===== src/rtl/dog_pkg.sv =====
// Shared constants for the difference-of-Gaussians stage: frame geometry defaults,
// result/coordinate widths and the border radius used for edge classification.
package dog_pkg;

    localparam int unsigned IMG_W_DEF = 400;
    localparam int unsigned IMG_H_DEF = 300;
    localparam int unsigned DOG_W     = 9;
    localparam int unsigned COORD_W   = 9;
    localparam int unsigned BORDER_R  = 2;

    typedef logic [COORD_W-1:0] coord_t;
    typedef logic [DOG_W-1:0]   dog_t;

    // True when (x,y) lies within BORDER_R pixels of any edge of a w x h frame.
    function automatic logic is_border(input coord_t x, input coord_t y,
                                       input int unsigned w, input int unsigned h);
        return (x < coord_t'(BORDER_R)) || (x > coord_t'(w - 1 - BORDER_R)) ||
               (y < coord_t'(BORDER_R)) || (y > coord_t'(h - 1 - BORDER_R));
    endfunction

endpackage


===== src/rtl/dog_align_fifo.sv =====
// Synchronous alignment FIFO holding early a-samples until the matching b-sample
// arrives. DEPTH must be a power of two so the pointers wrap naturally.
module dog_align_fifo #(
    parameter int unsigned DEPTH = 16,
    parameter int unsigned W     = 8
) (
    input  logic                     clk,
    input  logic                     rst,
    input  logic                     wr_en_i,
    input  logic                     rd_en_i,
    input  logic [W-1:0]             wdata_i,
    output logic [W-1:0]             rdata_o,
    output logic                     full_o,
    output logic                     empty_o,
    output logic [$clog2(DEPTH):0]   count_o
);

    localparam int unsigned AW = $clog2(DEPTH);
    localparam int unsigned CW = AW + 1;

    logic [W-1:0]  mem_q [DEPTH];
    logic [AW-1:0] wr_ptr_q, wr_ptr_d;
    logic [AW-1:0] rd_ptr_q, rd_ptr_d;
    logic [CW-1:0] count_q, count_d;

    always_comb begin
        wr_ptr_d = wr_ptr_q;
        rd_ptr_d = rd_ptr_q;
        count_d  = count_q;
        if (wr_en_i) wr_ptr_d = wr_ptr_q + AW'(1);
        if (rd_en_i) rd_ptr_d = rd_ptr_q + AW'(1);
        unique case ({wr_en_i, rd_en_i})
            2'b10:   count_d = count_q + CW'(1);
            2'b01:   count_d = count_q - CW'(1);
            default: count_d = count_q;
        endcase
    end

    always_ff @(posedge clk) begin
        if (rst) begin
            wr_ptr_q <= '0;
            rd_ptr_q <= '0;
            count_q  <= '0;
        end else begin
            wr_ptr_q <= wr_ptr_d;
            rd_ptr_q <= rd_ptr_d;
            count_q  <= count_d;
        end
    end

    // Storage carries no reset; validity is tracked solely by the pointers.
    always_ff @(posedge clk) begin
        if (wr_en_i) mem_q[wr_ptr_q] <= wdata_i;
    end

    assign rdata_o = mem_q[rd_ptr_q];
    assign full_o  = (count_q == CW'(DEPTH));
    assign empty_o = (count_q == '0);
    assign count_o = count_q;

endmodule


===== src/rtl/dog_stage.sv =====
// DoG stage: aligns the early a-stream to the late b-stream and emits b - a with
// frame coordinates. Define DOG_BORDER_MASK_EN to force dout to 0 on border pixels.
module dog_stage
    import dog_pkg::*;
#(
    parameter int unsigned IMG_W = IMG_W_DEF,
    parameter int unsigned IMG_H = IMG_H_DEF,
    parameter int unsigned DEPTH = 16
) (
    input  logic               clk,
    input  logic               rst,
    input  logic               clk_en,
    input  logic [7:0]         a_din,
    input  logic               a_valid,
    input  logic [7:0]         b_din,
    input  logic               b_valid,
    output logic [DOG_W-1:0]   dout,
    output logic               dout_valid,
    output logic [COORD_W-1:0] x,
    output logic [COORD_W-1:0] y,
    output logic               border,
    output logic               frame_end,
    output logic               ovf,
    output logic               unf
);

    localparam int unsigned CW = $clog2(DEPTH) + 1;

    logic          fifo_full, fifo_empty, fifo_wr, fifo_rd;
    logic [7:0]    fifo_rdata, a_sel;
    logic [CW-1:0] fifo_count;
    logic          push, pop, bypass, last_px, border_now;
    dog_t          diff;

    dog_t   dout_q, dout_d;
    logic   dout_valid_q, dout_valid_d;
    coord_t x_q, x_d, y_q, y_d, cx_q, cx_d, cy_q, cy_d;
    logic   border_q, border_d, frame_end_q, frame_end_d;
    logic   ovf_q, ovf_d, unf_q, unf_d;

    // An empty FIFO with a and b arriving together pairs them directly without storage.
    assign push    = clk_en & a_valid;
    assign bypass  = push & b_valid & fifo_empty;
    assign pop     = clk_en & b_valid & (~fifo_empty | push);
    assign fifo_rd = pop & ~fifo_empty;
    assign fifo_wr = push & ~bypass & (~fifo_full | fifo_rd);
    assign a_sel   = bypass ? a_din : fifo_rdata;
    assign diff    = {1'b0, b_din} - {1'b0, a_sel};

    assign last_px    = (cx_q == coord_t'(IMG_W - 1)) && (cy_q == coord_t'(IMG_H - 1));
    assign border_now = is_border(cx_q, cy_q, IMG_W, IMG_H);

    dog_align_fifo #(
        .DEPTH (DEPTH),
        .W     (8)
    ) u_fifo (
        .clk     (clk),
        .rst     (rst),
        .wr_en_i (fifo_wr),
        .rd_en_i (fifo_rd),
        .wdata_i (a_din),
        .rdata_o (fifo_rdata),
        .full_o  (fifo_full),
        .empty_o (fifo_empty),
        .count_o (fifo_count)
    );

    always_comb assert (fifo_count <= CW'(DEPTH));

    always_comb begin
        dout_d       = dout_q;
        dout_valid_d = dout_valid_q;
        x_d          = x_q;
        y_d          = y_q;
        cx_d         = cx_q;
        cy_d         = cy_q;
        border_d     = border_q;
        frame_end_d  = frame_end_q;
        ovf_d        = ovf_q;
        unf_d        = unf_q;
        if (clk_en) begin
            dout_valid_d = pop;
            frame_end_d  = pop & last_px;
            ovf_d        = ovf_q | (push & fifo_full & ~fifo_rd);
            unf_d        = unf_q | (b_valid & fifo_empty & ~push);
            if (pop) begin
`ifdef DOG_BORDER_MASK_EN
                dout_d = border_now ? '0 : diff;
`else
                dout_d = diff;
`endif
                x_d      = cx_q;
                y_d      = cy_q;
                border_d = border_now;
                if (cx_q == coord_t'(IMG_W - 1)) begin
                    cx_d = '0;
                    cy_d = (cy_q == coord_t'(IMG_H - 1)) ? '0 : cy_q + coord_t'(1);
                end else begin
                    cx_d = cx_q + coord_t'(1);
                end
            end
        end
    end

    always_ff @(posedge clk) begin
        if (rst) begin
            dout_q       <= '0;
            dout_valid_q <= 1'b0;
            x_q          <= '0;
            y_q          <= '0;
            cx_q         <= '0;
            cy_q         <= '0;
            border_q     <= 1'b0;
            frame_end_q  <= 1'b0;
            ovf_q        <= 1'b0;
            unf_q        <= 1'b0;
        end else begin
            dout_q       <= dout_d;
            dout_valid_q <= dout_valid_d;
            x_q          <= x_d;
            y_q          <= y_d;
            cx_q         <= cx_d;
            cy_q         <= cy_d;
            border_q     <= border_d;
            frame_end_q  <= frame_end_d;
            ovf_q        <= ovf_d;
            unf_q        <= unf_d;
        end
    end

    assign dout       = dout_q;
    assign dout_valid = dout_valid_q;
    assign x          = x_q;
    assign y          = y_q;
    assign border     = border_q;
    assign frame_end  = frame_end_q;
    assign ovf        = ovf_q;
    assign unf        = unf_q;

endmodule


===== config.mk =====
export PLATFORM = sky130hd
export DESIGN_NAME = dog_stage
export DESIGN_NICKNAME = d
export VERILOG_FILES = /design/src/rtl/dog_pkg.sv /design/src/rtl/dog_align_fifo.sv /design/src/rtl/dog_stage.sv
export SDC_FILE = /design/constraint.sdc
export NUM_CORES = 1
export LEC_CHECK = 0
export BUFFER_PORTS_ARGS = -buffer_cell sky130_fd_sc_hd__buf_2
export CAP_MARGIN = 20
export CELL_PAD_IN_SITES_DETAIL_PLACEMENT = 1
export CELL_PAD_IN_SITES_GLOBAL_PLACEMENT = 1
export CORE_UTILIZATION = 45
export CTS_BUF_LIST = sky130_fd_sc_hd__clkbuf_2
export DETAILED_ROUTE_END_ITERATION = 8
export GPL_TIMING_DRIVEN = 0
export HOLD_SLACK_MARGIN = 0.03
export PLACE_DENSITY_LB_ADDON = 0.2
export SKIP_CTS_REPAIR_TIMING = 1
export SLEW_MARGIN = 20
export SYNTH_ARGS = -nofsm -noshare
export SYNTH_HDL_FRONTEND = slang
export SYNTH_SLANG_ARGS = --single-unit

===== constraint.sdc =====
create_clock -name clk -period 3.8 [get_ports clk]
set_clock_uncertainty 0.1 [all_clocks]
set_input_delay 0 -clock clk [delete_from_list [all_inputs] [get_ports clk]]
set_output_delay 0 -clock clk [all_outputs]
set_load 0.02 [all_outputs]

### Word level (Yosys, flattened, before mapping)

Memories as Yosys holds them, arrays and structs flattened. A register that Yosys moved wholly into a read port is not among the register bits.
Index checks and enable logic that the tools add are counted.
Widths: inputs -> output; s select.

* bits in registers: 63
* memory bits (writable): 128
* bits of input ports: 21
* output and inout bits: 32
* word-level logic and storage cells: 68
* memories kept: 1

* $add $sub $neg: 7
* order comparisons: 4
* equality and inequality tests: 5
* mux-type cells: 8
* bitwise gates (word level): 22
* reduce and logical (&&, ||, !) cells: 8

Memory list
* u_fifo.mem_q: words 16, width 8, rd ports 1, clocked after memory_dff 1, wr ports 1, RTL line dog_align_fifo.sv:21 `logic [W-1:0] mem_q [DEPTH];`

Operator list (number)
* $add 9x1->9 const B: 2
* $eq 9x9->1 const B: 2
* $gt 9x9->1 const B: 2
* $lt 9x2->1 const B: 2
* $mux 9: 2
* $and 1x1->1: 13
* $pmux 5 s2: 1
* $sub 8x8->9: 1
* $add 4x1->4 const B: 2
* $mux 4: 2
* $mux 8: 1
* $add 5x1->5 const B: 1
* $eq 5x5->1 const B: 1
* $logic_not 5->1: 1
* $not 1->1: 5
* $sub 5x1->5 const B: 1
* $or 1x1->1: 4
* $logic_or 1x1->1: 3
* $reduce_and 3->1: 1
* $eq 2x1->1 const B: 1
* $eq 2x2->1 const B: 1
* $mux 1: 2
* $reduce_and 2->1: 1
* $reduce_bool 2->1: 1
* $logic_and 1x1->1: 1

### Logic depth before layout (Yosys ltp)

* depth in word-level cells: 9
* depth in mapped cells: 15
* mapped depth without buffers: 14

### Hierarchy

Synthesis repeated with hierarchy kept, for this count alone.

* cell total of the unflattened synthesis: 643
* area total of the unflattened synthesis: 8510.7 sq um

By module, submodules not included
* dog_align_fifo: times used 1, cells each 314, area an instance 5861.9 sq um, sequential area each 4184.0 sq um
* dog_stage: times used 1, cells each 329, area an instance 2648.8 sq um, sequential area each 1001.0 sq um

### Worst setup path before layout

No wires, ideal clock.

* kind: reg-to-reg
* start point: reg with a tool-made name
* end point: reg dout_q[8] (netlist: dout[8])
* library setup time: 0.071 ns
* arrival time: 3.122 ns
* data required time: 3.629 ns
* path slack: 0.508 ns
* stages on the path, launching flop included: 13
* buffers on the path: 2
* clock period less this slack: 3.292 ns
* cell sequence: dfxtp_1 -> buf_2 -> buf_2 -> mux4_2 -> mux4_2 -> mux2i_1 -> ha_1 -> nor2b_1 -> o31a_1 -> o211ai_1 -> nand2_1 -> a211o_1 -> a21oi_1

RTL lines
* end signal, assigned: RTL line dog_stage.sv:118 `dout_q <= dout_d;`
* end, declared: RTL line dog_stage.sv:35 `dog_t dout_q, dout_d;`

### Worst setup path after layout

* start point: reg u_fifo.count_q[1] (netlist: u_fifo.count_o[1])
* end point: reg dout_q[6] (netlist: dout[6])

* cells in the longest elaborated chain, start to end: 5
* elaborated cells between the ends (all ways): 8
* those cells by class: add/sub (1); mux (1); bitwise (4); reduce/logical (2)

Ends and longest elaborated chain
* start, declared: RTL line dog_align_fifo.sv:24 `logic [CW-1:0] count_q, count_d;`
* start signal, assigned: RTL line dog_align_fifo.sv:47 `count_q <= count_d;`
* $logic_not 5->1 *: RTL line dog_align_fifo.sv:58 `assign empty_o = (count_q == '0);`
* branches (longest 4 deep; another with $sub 8x8->9)

Every way passes the cells marked *.
A chain may end at the register's enable or synchronous reset.

==> qor.txt <==
# setup viols final: 0
Combinational power share: 8.6%
CP Data Arrival Time: 4.30 ns
Initial antenna violation count: 1
Root buf cell: clkbuf_2
FF+latch count, synth: 195
Finished Cell Area: 9510 µm²
CTS tree: built
Register Area: 5180 µm²
Final Worst Setup Slack: 0.0728 ns
Clock slew at reported path FFs: 0.27 ns
Clock power frac: 29.5%
Hold Vio Cnt, Final: 0
Switching share of power: 27.2%
CP startpoint kind: flop
Seq/Total Area, Yosys: 62.6%
Max Cap Viol: 0
Syn nets: 664
Cell variety after synth: 51
Mapped Area: 8280 µm²
Die Height: 138 µm
CP Capture Type: flop
Via count: 5379
Grt ovf: 0
Core box area: 18000 µm²
Max_slew headroom: 38.4%
Synth-to-Final Area Change: 14.9%
Worst hold path class: in2reg
Worst-Margin Slew: 0.920 ns
Residual DRC: 0
Status: completed
IO Count: 53
Die ar.: 18900 µm²
Flop pwr share: 62.0%
Port bufs: 50
Vias in the first global route: 5455
DP HPWL: 13900 µm
Yosys warning total: 0
Layout cells sized above 1: 19.7%
Power per standard cell area: 389 nW/µm²
Post-layout min period: 3.73 ns
Largest net degree at the start of global routing: 21
Pins Over Slew Limit: 0
FFs w/ async S/R, synth: 0%
Count of nets after finishing: 769
CTS buffer count: 17
Leakage: 0.00329 µW
Initial DRT Pass Iterations: 4
Pint: 2690 µW
H-tree Lvls: 4
Routed vias/inst: 5.54
DR WL/cell: 20.9 µm
Total Wirelength: 20300 µm
First-iteration detailed-routing DRC count: 262
Final GP Congestion: 0.804
Die width: 138 µm
Layout fillers: 1863
Peak supply drop: 232 µV
Syn Inst Count: 623
Final period utilization: 98.1%
DP Area: 8850 µm²
Starting density of the core: 45.9%
Setup CP Type: reg2reg
Clock Path Buffers: 2
Syn avg cell area: 13.3 µm²
Top_reg_cell synth: edfxtp_1
Required @ worst endpoint: 4.38 ns
Area of the multi-input gates: 2920 µm²
Later-pin clock latency in the skew report: 0.81 ns
Number of synthesized flops with an enable pin: 128
Antenna Nets Post-Route: 0
DP Worst Slack: -0.240 ns
Switch Pwr: 1000 µW
Clock Sink Count: 195
FMAX: 268 MHz
GRT Total Usage: 21.7%
First-pass GRT wire length: 29700 µm
Peak fanout along the critical path: 8
Row cnt: 49
[stage by stage]
step	hold slack [ns]	TNS (ns)	utilization, %	instances	total power, µW
floorplan	-0.00113	0	-	623	2510
global placement	0.286	-0.373	48.9	902	2590
detailed placement	0.290	-0.835	49.1	904	2610
CTS	-0.621	-1.20	50.6	936	3690
global route	0.132	-0.0448	52.8	971	3830
finish	0.200	0	52.8	971	3700
[per-layer routing]
layer / global-route usage [%] / vias to the layer above / part of all wire, %
li1: - / 2515 / -
met1: 28.8 / 2739 / 45
met2: 35.7 / 104 / 49
met3: 4.49 / 21 / 4.6
met4: 7.08 / 0 / 1.6
met5: 0 / - / 0
[placed cells by master, fill, tap and decap left out, types with 2 or more instances in the layout]
cell type / n
mux2i_1: 18
ha_1: 18
buf_4: 4
dlygate4sd3_1: 35
nor2_1: 51
o21ai_0: 14
and2_1: 9
dfxtp_1: 67
clkinvlp_4: 2
a31oi_1: 2
mux4_2: 33
nor3_1: 20
xnor2_1: 14
or4_1: 3
xor2_1: 16
nor2b_1: 2
nand4_1: 8
or3_1: 3
inv_8: 5
o21a_1: 3
buf_2: 52
nor4_1: 3
clkbuf_1: 20
a21oi_1: 42
nand3_1: 8
nand2b_1: 4
o211ai_1: 2
nand3b_1: 3
clkinv_8: 4
nand2_1: 64
and3_1: 8
a211oi_1: 3
edfxtp_1: 128
buf_6: 5
nor3_2: 4
inv_1: 13
clkbuf_2: 21
[power groups by stage]
stage	sequential, µW	clock, µW	combinational [µW]
2_1_floorplan	2340	0	167
3_3_place_gp	2330	0	264
3_5_place_dp	2330	0	278
4_1_cts	2290	1120	279
5_1_grt	2290	1190	344
6_report	2290	1090	316
[kinds of logic (layout without fill, tap and decap cells)]
logic type	after synthesis	in the layout	share of synthesized area [%]
buffers and inverters	47	165	2.48
other	0	1	0
multiplexers	51	51	11.2
XOR/XNOR	30	30	3.17
flip-flops	195	195	62.6
adder cells (fa/ha/maj)	20	20	3.11
AO/OA/AOI/OAI	80	80	5.90
AND/OR/NAND/NOR	200	200	11.5
[area by class of cell]
cell class                 instances  share of cell area [%]
buffer                            32                    1.78
antenna                            1                  0.0263
clock buffer                      17                   0.894
multi-input combinational        381                    30.7
inverter                          13                   0.513
timing repair buffer              88                    6.55
tap                              229                    3.01
clock inverter                    15                    1.99
sequential                       195                    54.5
[worst max-delay path, cell delays in order (launching register included)]
cell and delay, ns:
dfxtp_1 0.38, buf_6 0.13, or4_4 0.56, nor2_2 0.19
nand4_1 0.12, buf_4 0.22, nor2b_2 0.23, a21oi_1 0.17
o21ai_0 0.16, ha_1 0.41, nand3b_1 0.09, dlygate4sd3_1 0.57
o311ai_0 0.31
[final timing paths]
kind | endpoint | slack, ns | startpoint | cells past startpoint
setup / recovery | dout[6] | 0.07 | u_fifo.count_o[1] | 12
hold / removal | dout[6] | 0.20 | b_din[5] | 4
setup reg to reg | dout[6] | 0.07 | u_fifo.count_o[1] | 12
hold reg to reg | dout[5] | 0.37 | dout[5] | 2
[registers in the layout, summed over array words and instances (netlist names), named ones only]
signal / cells
u_fifo.mem_q: 128
cx_q: 9
cy_q: 9
dout: 9
x: 9
y: 9
u_fifo.count_o: 5
u_fifo.rd_ptr_q: 4
u_fifo.wr_ptr_q: 4
border: 1
dout_valid: 1
frame_end: 1
ovf: 1
unf: 1
[synth_stat cells, types with 2 or more instances]
master / count / area, µm²
a211oi_1: 4 / 30.0
a21oi_1: 43 / 215
a31oi_1: 2 / 12.5
and2_1: 9 / 56.3
and3_1: 8 / 50.1
buf_2: 5 / 25.0
buf_6: 3 / 33.8
clkbuf_1: 25 / 93.8
dfxtp_1: 67 / 1340
edfxtp_1: 128 / 3840
ha_1: 19 / 238
inv_1: 13 / 48.8
mux2i_1: 18 / 180
mux4_2: 33 / 743
nand2_1: 64 / 240
nand2b_1: 4 / 25.0
nand3_1: 8 / 40.0
nand3b_1: 3 / 22.5
nand4_1: 8 / 50.1
nor2_1: 51 / 191
nor2b_1: 3 / 18.8
nor3_1: 24 / 120
nor4_1: 3 / 18.8
o211ai_1: 2 / 15.0
o21a_1: 3 / 22.5
o21ai_0: 16 / 80.1
or3_1: 3 / 18.8
or4_1: 3 / 22.5
xnor2_1: 14 / 123
xor2_1: 16 / 140
(Power assumes the default switching activity.)
